File: src/rtl/ex_alu_unit.sv
// ex_alu_unit: 32-bit execute-stage ALU for the 5-stage MIPS pipeline.
// Arithmetic runs through a ripple chain of bit_adder full-adder cells;
// result and flags are registered (one cycle of latency, no back-pressure).
// Optional feature macro: ALU_OVERFLOW_EN. When defined, the overflow output
// reports signed overflow of ADD/ADC/SUB/SBB; when undefined it is tied to 0.

// Single full-adder cell of the ripple chain.
module bit_adder (
  input  logic a,
  input  logic b,
  input  logic cin,
  output logic f,
  output logic cout
);
  assign f    = a ^ b ^ cin;
  assign cout = (a & b) | (a & cin) | (b & cin);
endmodule

module ex_alu_unit #(
  parameter int WIDTH = 32
) (
  input  logic             clk,
  input  logic             rst,
  input  logic             in_valid,
  input  logic [WIDTH-1:0] a,
  input  logic [WIDTH-1:0] b,
  input  logic [2:0]       alucon,
  input  logic             cin,
  output logic [WIDTH-1:0] result,
  output logic             cout,
  output logic             zero,
  output logic             overflow,
  output logic             out_valid
);

  localparam logic [2:0] OP_ADD = 3'b000;
  localparam logic [2:0] OP_SUB = 3'b001;
  localparam logic [2:0] OP_ADC = 3'b010;
  localparam logic [2:0] OP_SBB = 3'b011;
  localparam logic [2:0] OP_AND = 3'b100;
  localparam logic [2:0] OP_OR  = 3'b101;
  localparam logic [2:0] OP_XOR = 3'b110;
  localparam logic [2:0] OP_SLT = 3'b111;

  logic [WIDTH-1:0] b_in;
  logic             carry_in;
  logic [WIDTH:0]   carry;
  logic [WIDTH-1:0] sum;
  logic             arith_ovf;
  logic             slt_bit;

  logic [WIDTH-1:0] result_next;
  logic             cout_next;
  logic             zero_next;

  logic [WIDTH-1:0] result_reg;
  logic             cout_reg;
  logic             zero_reg;
  logic             out_valid_reg;

  // Select B polarity and stage-0 carry-in for the adder chain per opcode.
  always_comb begin
    b_in     = b;
    carry_in = 1'b0;
    case (alucon)
      OP_ADD:  begin b_in = b;  carry_in = 1'b0; end
      OP_SUB:  begin b_in = ~b; carry_in = 1'b1; end
      OP_ADC:  begin b_in = b;  carry_in = cin;  end
      OP_SBB:  begin b_in = ~b; carry_in = cin;  end
      OP_SLT:  begin b_in = ~b; carry_in = 1'b1; end
      default: begin b_in = b;  carry_in = 1'b0; end
    endcase
  end

  assign carry[0] = carry_in;

  generate
    for (genvar gi = 0; gi < WIDTH; gi++) begin : g_chain
      bit_adder u_cell (
        .a    (a[gi]),
        .b    (b_in[gi]),
        .cin  (carry[gi]),
        .f    (sum[gi]),
        .cout (carry[gi+1])
      );
    end
  endgenerate

  // Signed overflow: carry into the sign bit differs from carry out of it.
  assign arith_ovf = carry[WIDTH] ^ carry[WIDTH-1];
  // Signed less-than from the subtract chain: sign of difference corrected by overflow.
  assign slt_bit   = sum[WIDTH-1] ^ arith_ovf;

  // Pick the result and carry for the current opcode; unknown opcodes yield 0.
  always_comb begin
    result_next = '0;
    cout_next   = 1'b0;
    case (alucon)
      OP_ADD, OP_SUB, OP_ADC, OP_SBB: begin
        result_next = sum;
        cout_next   = carry[WIDTH];
      end
      OP_AND:  result_next = a & b;
      OP_OR:   result_next = a | b;
      OP_XOR:  result_next = a ^ b;
      OP_SLT:  result_next = {{(WIDTH-1){1'b0}}, slt_bit};
      default: begin
        result_next = '0;
        cout_next   = 1'b0;
      end
    endcase
  end

  assign zero_next = ~|result_next;

  // Capture result and flags on a valid operation, hold otherwise.
  always_ff @(posedge clk or posedge rst) begin
    if (rst) begin
      result_reg    <= '0;
      cout_reg      <= 1'b0;
      zero_reg      <= 1'b0;
      out_valid_reg <= 1'b0;
    end else begin
      out_valid_reg <= in_valid;
      if (in_valid) begin
        result_reg <= result_next;
        cout_reg   <= cout_next;
        zero_reg   <= zero_next;
      end
    end
  end

`ifdef ALU_OVERFLOW_EN
  logic overflow_next;
  logic overflow_reg;

  // Overflow is meaningful only for the four adder-result opcodes.
  always_comb begin
    overflow_next = 1'b0;
    case (alucon)
      OP_ADD, OP_SUB, OP_ADC, OP_SBB: overflow_next = arith_ovf;
      default:                        overflow_next = 1'b0;
    endcase
  end

  // Overflow flag follows the same capture/hold/reset rules as the result.
  always_ff @(posedge clk or posedge rst) begin
    if (rst) begin
      overflow_reg <= 1'b0;
    end else if (in_valid) begin
      overflow_reg <= overflow_next;
    end
  end

  assign overflow = overflow_reg;
`else
  assign overflow = 1'b0;
`endif

  assign result    = result_reg;
  assign cout      = cout_reg;
  assign zero      = zero_reg;
  assign out_valid = out_valid_reg;

endmodule

File: config.mk
export PLATFORM = sky130hd
export DESIGN_NAME = ex_alu_unit
export DESIGN_NICKNAME = d
export VERILOG_FILES = /design/src/rtl/ex_alu_unit.sv
export SDC_FILE = /design/constraint.sdc
export NUM_CORES = 1
export LEC_CHECK = 0
export ABC_AREA = 1
export ABC_CLOCK_PERIOD_IN_PS = 990
export CELL_PAD_IN_SITES_DETAIL_PLACEMENT = 1
export CELL_PAD_IN_SITES_GLOBAL_PLACEMENT = 2
export CORE_MARGIN = 4
export CORE_UTILIZATION = 26
export DETAILED_ROUTE_END_ITERATION = 8
export PLACE_DENSITY = 0.87
export SYNTH_ARGS = -nofsm -noshare
export SYNTH_HDL_FRONTEND = slang
export SYNTH_HIERARCHICAL = 1
export SYNTH_SLANG_ARGS = --single-unit
export TNS_END_PERCENT = 10
File: constraint.sdc
create_clock -name clk -period 0.99 [get_ports clk]
set_input_delay 0.198 -clock clk [delete_from_list [all_inputs] [get_ports clk]]
set_output_delay 0.198 -clock clk [all_outputs]
set_load 0.01 [all_outputs]
# == After elaboration in Yosys (flattened, before gate mapping) ==
# Cells that the tools add are included.
# word_totals
register_bits,35
inputBits,71
output_inout_bits,36
# op_classes
eq_ne,7
n_mux,4
bitwise_logic,230
reduce_logical,7
# ops
op,n
$pmux W32 S5,1
$and A1 B1 Y1,96
$xor A1 B1 Y1,66
$or A1 B1 Y1,64
$and A32 B32 Y32,1
$mux W32,1
$not A32 Y32,1
$or A32 B32 Y32,1
$reduce_or A32 Y1,1
$xor A32 B32 Y32,1
$eq A3 B3 Y1 const B,4
$eq A3 B2 Y1 const B,2
$reduce_or A2 Y1,2
$reduce_or A4 Y1,1
$eq A3 B1 Y1 const B,1
$logic_not A3 Y1,1
$reduce_or A3 Y1,1
$pmux W1 S2,1
$logic_not A1 Y1,1
$mux W1,1

# == Longest topological paths before layout ==
# Gate-level depths: netlist (run 1).
# depth
ltp_word,104
ltp_mapped,46

# == By module ==
# The synthesis (run 1) kept the hierarchy.
# modules_own_cells
module,n_inst,cells_each,area_each_um2
ex_alu_unit,1,592,4061.4
bit_adder,32,1,20.0

# == Worst setup path after synthesis (run 1) ==
# OpenSTA, ideal clock, no wires.
# synth_timing
path_kind,input to register
startpoint,in alucon[2]
endpoint,"reg zero_reg, in the netlist zero"
t_arrival_ps,13858
slack_ps,-12933
path_stages,44
n_path_buf,2
path_cell_list,buf_6 > inv_2 > buf_2 > o21ai_0 > a32o_1 > fa_1 > fa_1 > fa_1 > fa_1 > fa_1 > fa_1 > fa_1 > fa_1 > fa_1 > fa_1 > fa_1 > fa_1 > fa_1 > (+8 left out) > fa_1 > fa_1 > fa_1 > fa_1 > fa_1 > fa_1 > fa_1 > fa_1 > fa_1 > fa_1 > fa_1 > inv_1 > or2_2 > nand3_1 > a21oi_1 > nor2_1 > nand3_1 > nand2_1
# synth_lines
element,line,rtl
"start, declared",27,"input logic [2:0] alucon,"
$eq A3 B3 Y1 (tied with other cells),65,case (alucon)
$reduce_or A2 Y1 (no line),-,
$pmux W1 S2 *,65,
named net carry[0],47,logic [WIDTH:0] carry;
$and A1 B1 Y1,16,assign cout = (a & b) | (a & cin) | (b & cin);
$or A1 B1 Y1,16,
$or A1 B1 Y1 *,16,
named net carry[1],47,
(+3 left out),-,
named net carry[2],47,
(+3 left out),-,
named net carry[3],47,
(+3 left out),-,
named net carry[4],47,
(+3 left out),-,
named net carry[5],47,
(+3 left out),-,
named net carry[6],47,
(+3 left out),-,
named net carry[7],47,
(+3 left out),-,
named net carry[8],47,
(+3 left out),-,
named net carry[9],47,
(+3 left out),-,
named net carry[10],47,
(+3 left out),-,
named net carry[11],47,
(+3 left out),-,
named net carry[12],47,
(+3 left out),-,
named net carry[13],47,
(+3 left out),-,
named net carry[14],47,
(+3 left out),-,
named net carry[15],47,
(+3 left out),-,
named net carry[16],47,
(+3 left out),-,
named net carry[17],47,
(+3 left out),-,
named net carry[18],47,
(+3 left out),-,
named net carry[19],47,
(+3 left out),-,
named net carry[20],47,
(+3 left out),-,
named net carry[21],47,
(+3 left out),-,
named net carry[22],47,
(+3 left out),-,
named net carry[23],47,
(+3 left out),-,
named net carry[24],47,
(+3 left out),-,
named net carry[25],47,
(+3 left out),-,
named net carry[26],47,
(+3 left out),-,
named net carry[27],47,
(+3 left out),-,
named net carry[28],47,
(+3 left out),-,
named net carry[29],47,
(+3 left out),-,
named net carry[30],47,
(+2 left out),-,
$or A1 B1 Y1 *,16,
named net carry[31],47,
$xor A1 B1 Y1 *,15,assign f = a ^ b ^ cin;
named net sum[31],48,logic [WIDTH-1:0] sum;
$xor A1 B1 Y1,92,assign slt_bit = sum[WIDTH-1] ^ arith_ovf;
$pmux W32 S5 *,98,case (alucon)
$reduce_or A32 Y1 *,114,assign zero_next = ~|result_next;
$logic_not A1 Y1 *,114,
"end signal, assigned",128,zero_reg <= zero_next;
"end, declared",58,logic zero_reg;
# Mark *: on every way through the listed nets, which the timed path passes. The rest lies on a longest branch.
# A chain may end at the register's enable or synchronous reset.

# == Worst setup path after layout (run 1) ==
# layout_timing
startpoint,in alucon[1]
endpoint,"reg zero_reg, in the netlist zero"
# Same word-level chain as after synthesis.

==> results of run 1 <==
-- cell type report --
type,count,area (sq um)
Clock buffer,5,125
Sequential cell,35,876
Tap cell,225,282
Clock inverter,3,67.6
Inverter,119,452
Multi-Input combinational cell,438,3390
Timing Repair Buffer,226,1910
Fill cell,2174,10400
-- stage by stage --
step	setup slack [ns]	area, sq um
floorplan	-11.58	4820
global placement	-12.30	6850
detailed placement	-12.55	6850
CTS	-11.60	6980
global route	-11.86	7100
finish	-11.60	7100
-- how the worst max path moves through the flow --
stage | to | slack [ns] | depth (start not counted)
CTS | zero | -11.60 | 43
detailed placement | zero | -12.55 | 44
global route | zero | -11.86 | 44
finish | zero | -11.60 | 42
floorplan | zero | -11.58 | 44
global placement | zero | -12.30 | 44
-- critical path, delay by kind of cell --
kind / cells / cell delay, ns
adders and majority gates: 32 / 11.49
and+or+nand+nor: 5 / 0.54
AOI/OAI and AO/OA: 2 / 0.30
buffers and inverters: 3 / 0.28
-- cell usage after synthesis, drive strengths merged --
library cell    n
ha             64
clkbuf          5
inv           119
or2             5
xnor2           1
nand2         121
xor2           32
o21ai          29
nor2           49
a21oi           3
conb            1
a32o            1
dfrtp          35
nand3          54
nor3            3
fa             32
o21bai          1
and3            1
nand4          41
buf            27
-- layer usage --
layer	vias to the layer above	wire length, um	track usage
met1	2280	7570	0.229
li1	2336	-	-
met4	0	369	0.0455
met2	105	7880	0.273
met3	24	798	0.0195
met5	-	0	0
-- kinds of logic after synthesis --
logic type / after synthesis / synth area share
xor+xnor: 33 / 0.0615
simple gates: 274 / 0.268
other cells: 1 / 0.000798
flops: 35 / 0.186
fa+ha+maj: 96 / 0.307
compound gates: 34 / 0.0378
buf+inv: 151 / 0.139
-- repair_timing --
action | in CTS | in global routing
buffers inserted | 1 | 1
pin swaps | 12 | 8
setup endpoints to repair | 69 | 69
gates resized for setup | 219 | 35
-- power breakdown --
group	leakage [nW]	internal (mW)	switching, mW
Combinational	3.17	2.13	2.17
Clock	0.0900	1.44	0.622
Sequential	0.439	1.70	0.155
Total	3.70	5.27	2.94
==> impl_metrics.json, run 1 <==
{
  "core_sq_um": 17500,
  "timing.final.crit_share": 12.7,
  "finalHoldViolations": 0,
  "p_leak_nw": 3.70,
  "first_iter_violations": 219,
  "drv_cap": 0,
  "period_minus_slack_ns": 12.59,
  "syn2layout_area_growth_pct": 51.1,
  "grt_antenna_before_repair": 0,
  "cts_made_buffers": 5,
  "yosysTopAreaCell": "dfrtp_1",
  "critPathMaxStageDelay_ns": 0.55,
  "finalSetupViolations": 60,
  "ys_seq_area_frac": 0.186,
  "r2r_start": "result[29]",
  "place.gp.congestion": 0.863,
  "outcome": "complete, but fails checks",
  "cpMaxStageDelayCell": "fa_2",
  "worst_pin_slew_ns": 0.539,
  "clockBufferDepth": 2,
  "cp-start-kind": "primary input",
  "start_util": 0.268,
  "io_pins": 107,
  "wl_um": 16600,
  "finalNonFillerCells": 1051,
  "reg2reg_to": "result[29]",
  "die_area_sq_um": 20300,
  "finalPower_mw": 8.21,
  "overflow": 0,
  "synth.net_count": 791,
  "final_nets": 992,
  "worstRegToRegCells": 3,
  "place_inst": 1041,
  "htree_num_levels": 2,
  "final_common_cell": "buf_4",
  "violations": "setup timing",
  "slew_headroom": 0.641,
  "ctsHoldBuffers": 0,
  "slew_viol_final": 0,
  "grt_pass1_wl_um": 26900,
  "num_vias": 4745,
  "ant_nets": 0,
  "viasPerCell": 4.51,
  "routedWlPerCell_um": 15.8,
  "ys_seq_elements": 35,
  "firstDrtPassIters": 4,
  "final_cell_mix": "buf_4, nand2_1, inv_1, ha_1, clkdlybuf4s50_1",
  "place_hpwl_um": 13400,
  "crit_arrival_ns": 12.81,
  "critPathLaunch": "alucon[1]",
  "grt_start_max_net_pins": 60,
  "die_w_um": 142,
  "skew_ns": 0,
  "peakVddDrop_uv": 845,
  "synthTopCellsByArea": "dfrtp_1, ha_1, fa_1",
  "yosys_warnings": 6,
  "diodes": 0,
  "largest_reg_flops": 32,
  "utilization": 0.405,
  "synth_cell_types": 29,
  "rsz0062_at_grt": "yes",
  "r2r_slack_ns": 0.22,
  "fmax_ghz": 0.0794,
  "port_buffers": 105,
  "clockRootBuffer": "clkbuf_16",
  "avgSynthCellArea_sq_um": 7.54,
  "tns_ns": -222.21,
  "worstSetupPathType": "in2reg",
  "p_per_area_nw_per_um2": 1160,
  "hp-class": "in2async",
  "die_h_um": 142,
  "clkLatencyLatePin_ns": 0.28,
  "drive_above_1_share": 0.315,
  "crit_fanout": 6,
  "synth_cells": 624,
  "synth_top_cell_area_share": 0.186,
  "syn-cell-area_sq_um": 4700,
  "clk_transition_reported_paths_ns": 0.06,
  "route.detailed.drc": 0,
  "grt_pass1_vias": 5120,
  "cts_tree": "done",
  "cp_common_cell": "fa_2",
  "layout_setup_ws_ns": -11.60,
  "rows": 48,
  "critPathRequiredTime_ns": 1.21,
  "clock-sinks": 35,
  "cp-end-kind": "flop",
  "whs_ns": 0.271,
  "grt.total_usage": 0.165
}
No activity file was read; power rests on OpenSTA's default activity.
==> run 2: changes to the inputs <==
CAP_MARGIN = 20   (was default)
CORE_ASPECT_RATIO = 1.2   (was default)
==> run 2 against run 1 <==
The flow still finishes with violations (setup timing); maximum frequency is 0.88% lower; setup slack worse by 0.11 ns; routed wire length is 3.7% lower; sequential power hardly changed; via count hardly changed; sequential share of layout area is 0.30 points higher; sequential cell count stayed put; global-route usage is 0.29 points lower; non-clock buffer count is 9 lower; worst hold slack better by 0.0047 ns; clock power is 16% lower; utilization is 1.2 points lower.
==> impl_metrics.json, run 2 (synthesis gave the netlist of run 1 again) <==
{
  "clk_transition_reported_paths_ns": 0.05,
  "critPathMaxStageDelay_ns": 0.58,
  "finalSetupViolations": 57,
  "clockBufferDepth": 2,
  "p_leak_nw": 3.63,
  "outcome": "complete, but fails checks",
  "die_w_um": 131,
  "finalPower_mw": 7.63,
  "multi_input_area_sq_um": 3370,
  "final_common_cell": "nand2_1",
  "r2r_slack_ns": 0.20,
  "worst_pin_slew_ns": 0.639,
  "finalNonFillerCells": 1036,
  "cts_made_buffers": 5,
  "fillers": 2187,
  "r2r_start": "result[12]",
  "wl_um": 16000,
  "die_h_um": 155,
  "routedWlPerCell_um": 15.5,
  "cp-end-kind": "flop",
  "diodes": 0,
  "io_pins": 107,
  "grt_pass1_vias": 5181,
  "die_area_sq_um": 20300,
  "route.detailed.drc": 0,
  "peakVddDrop_uv": 778,
  "start_util": 0.267,
  "slew_headroom": 0.574,
  "grt.total_usage": 0.163,
  "final_nets": 983,
  "grt_start_max_net_pins": 61,
  "fmax_ghz": 0.0787,
  "first_iter_violations": 216,
  "utilization": 0.393,
  "port_buffers": 105,
  "ctsHoldBuffers": 0,
  "final_cell_mix": "nand2_1, inv_1, buf_4, ha_1, clkdlybuf4s50_1",
  "regArea_sq_um": 876,
  "whs_ns": 0.276,
  "timing.final.crit_share": 12.8,
  "rsz0062_at_grt": "yes",
  "place_inst": 1024,
  "worstRegToRegCells": 3,
  "layout_setup_ws_ns": -11.71,
  "path_delay_family": "adder cells",
  "firstDrtPassIters": 4,
  "clockRootBuffer": "clkbuf_16",
  "critPathBufInv": 2,
  "place_hpwl_um": 13100,
  "clock-sinks": 35,
  "reg2reg_to": "result[12]",
  "num_vias": 4746,
  "cts_tree": "done",
  "overflow": 0,
  "viasPerCell": 4.58,
  "rows": 53,
  "worstSetupPathType": "in2reg",
  "hp-class": "in2async",
  "grt_pass1_wl_um": 26300,
  "skew_ns": 0,
  "drv_cap": 0,
  "drive_above_1_share": 0.297,
  "critPathRequiredTime_ns": 1.21,
  "largest_reg_flops": 32,
  "cpMaxStageDelayCell": "fa_2",
  "cp_common_cell": "fa_2",
  "finalHoldViolations": 0,
  "core_sq_um": 17600,
  "crit_arrival_ns": 12.92,
  "violations": "setup timing",
  "place.gp.congestion": 0.854,
  "syn2layout_area_growth_pct": 47.4,
  "cp-start-kind": "primary input",
  "period_minus_slack_ns": 12.70,
  "htree_num_levels": 2,
  "crit_fanout": 4,
  "p_per_area_nw_per_um2": 1100,
  "ant_nets": 0,
  "grt_antenna_before_repair": 0,
  "slew_viol_final": 0,
  "clkLatencyLatePin_ns": 0.28
}
[run 2: cell count changes in the layout (fill, tap and decap cells not counted), sizes merged]
| cell | delta |
|---|---|
| clkinvlp | -1 |
| bufinv | -1 |
| buf | -8 |
[run 2: power by group]
group / internal (mW) / switching (mW)
clock network: 1.17 / 0.557
logic: 1.97 / 2.06
registers: 1.70 / 0.162
[run 2: worst max-delay path by stage]
stage,from,endpoint,slack [ns],cells past startpoint
floorplan,alucon[2],zero,-11.58,44
global placement,alucon[0],zero,-12.31,43
detailed placement,alucon[0],zero,-12.51,43
CTS,alucon[2],zero,-11.72,43
global route,alucon[0],zero,-11.97,43
finish,alucon[0],zero,-11.71,43
[run 2: area by class of cell]
type	instances	share of cell area
clock inverters	1	0.00433
clock buffers	6	0.0186
repair buffers	217	0.259
multi-input cells	438	0.486
flip-flops and latches	35	0.126
well taps	220	0.0397
inverters	119	0.0655
[run 2: worst min-delay path, delay by kind of cell]
family,cells,cell delay [ns]
buf+inv,3,0.71
[run 2: timing repair]
action	in CTS	in global routing
pin swaps	20	5
setup buffers	3	3
setup endpoints to repair	69	68
gates resized for setup	223	20
cloned	0	0
[run 2: per-stage QoR]
stage | instance area (sq um) | setup WS (ns) | TNS, ns
2_1_floorplan | 4820 | -11.58 | -222.67
3_3_place_gp | 6720 | -12.31 | -250.02
5_1_grt | 6930 | -11.97 | -228.39
3_5_place_dp | 6720 | -12.51 | -254.75
6_report | 6930 | -11.71 | -221.99
4_1_cts | 6860 | -11.72 | -222.49
[run 2: metal layers]
metal	GRT usage	share of wire	wire [um]
met2	0.287	0.51	8150
met4	0.0510	0.023	373
met5	0	0	0
met1	0.209	0.43	6930
met3	0.0120	0.035	554
==> run 3: changes to the inputs <==
HOLD_SLACK_MARGIN = 0.1   (was default)
==> results of run 3 <==
Final layout, timing and power as in run 2 (identical DEF).
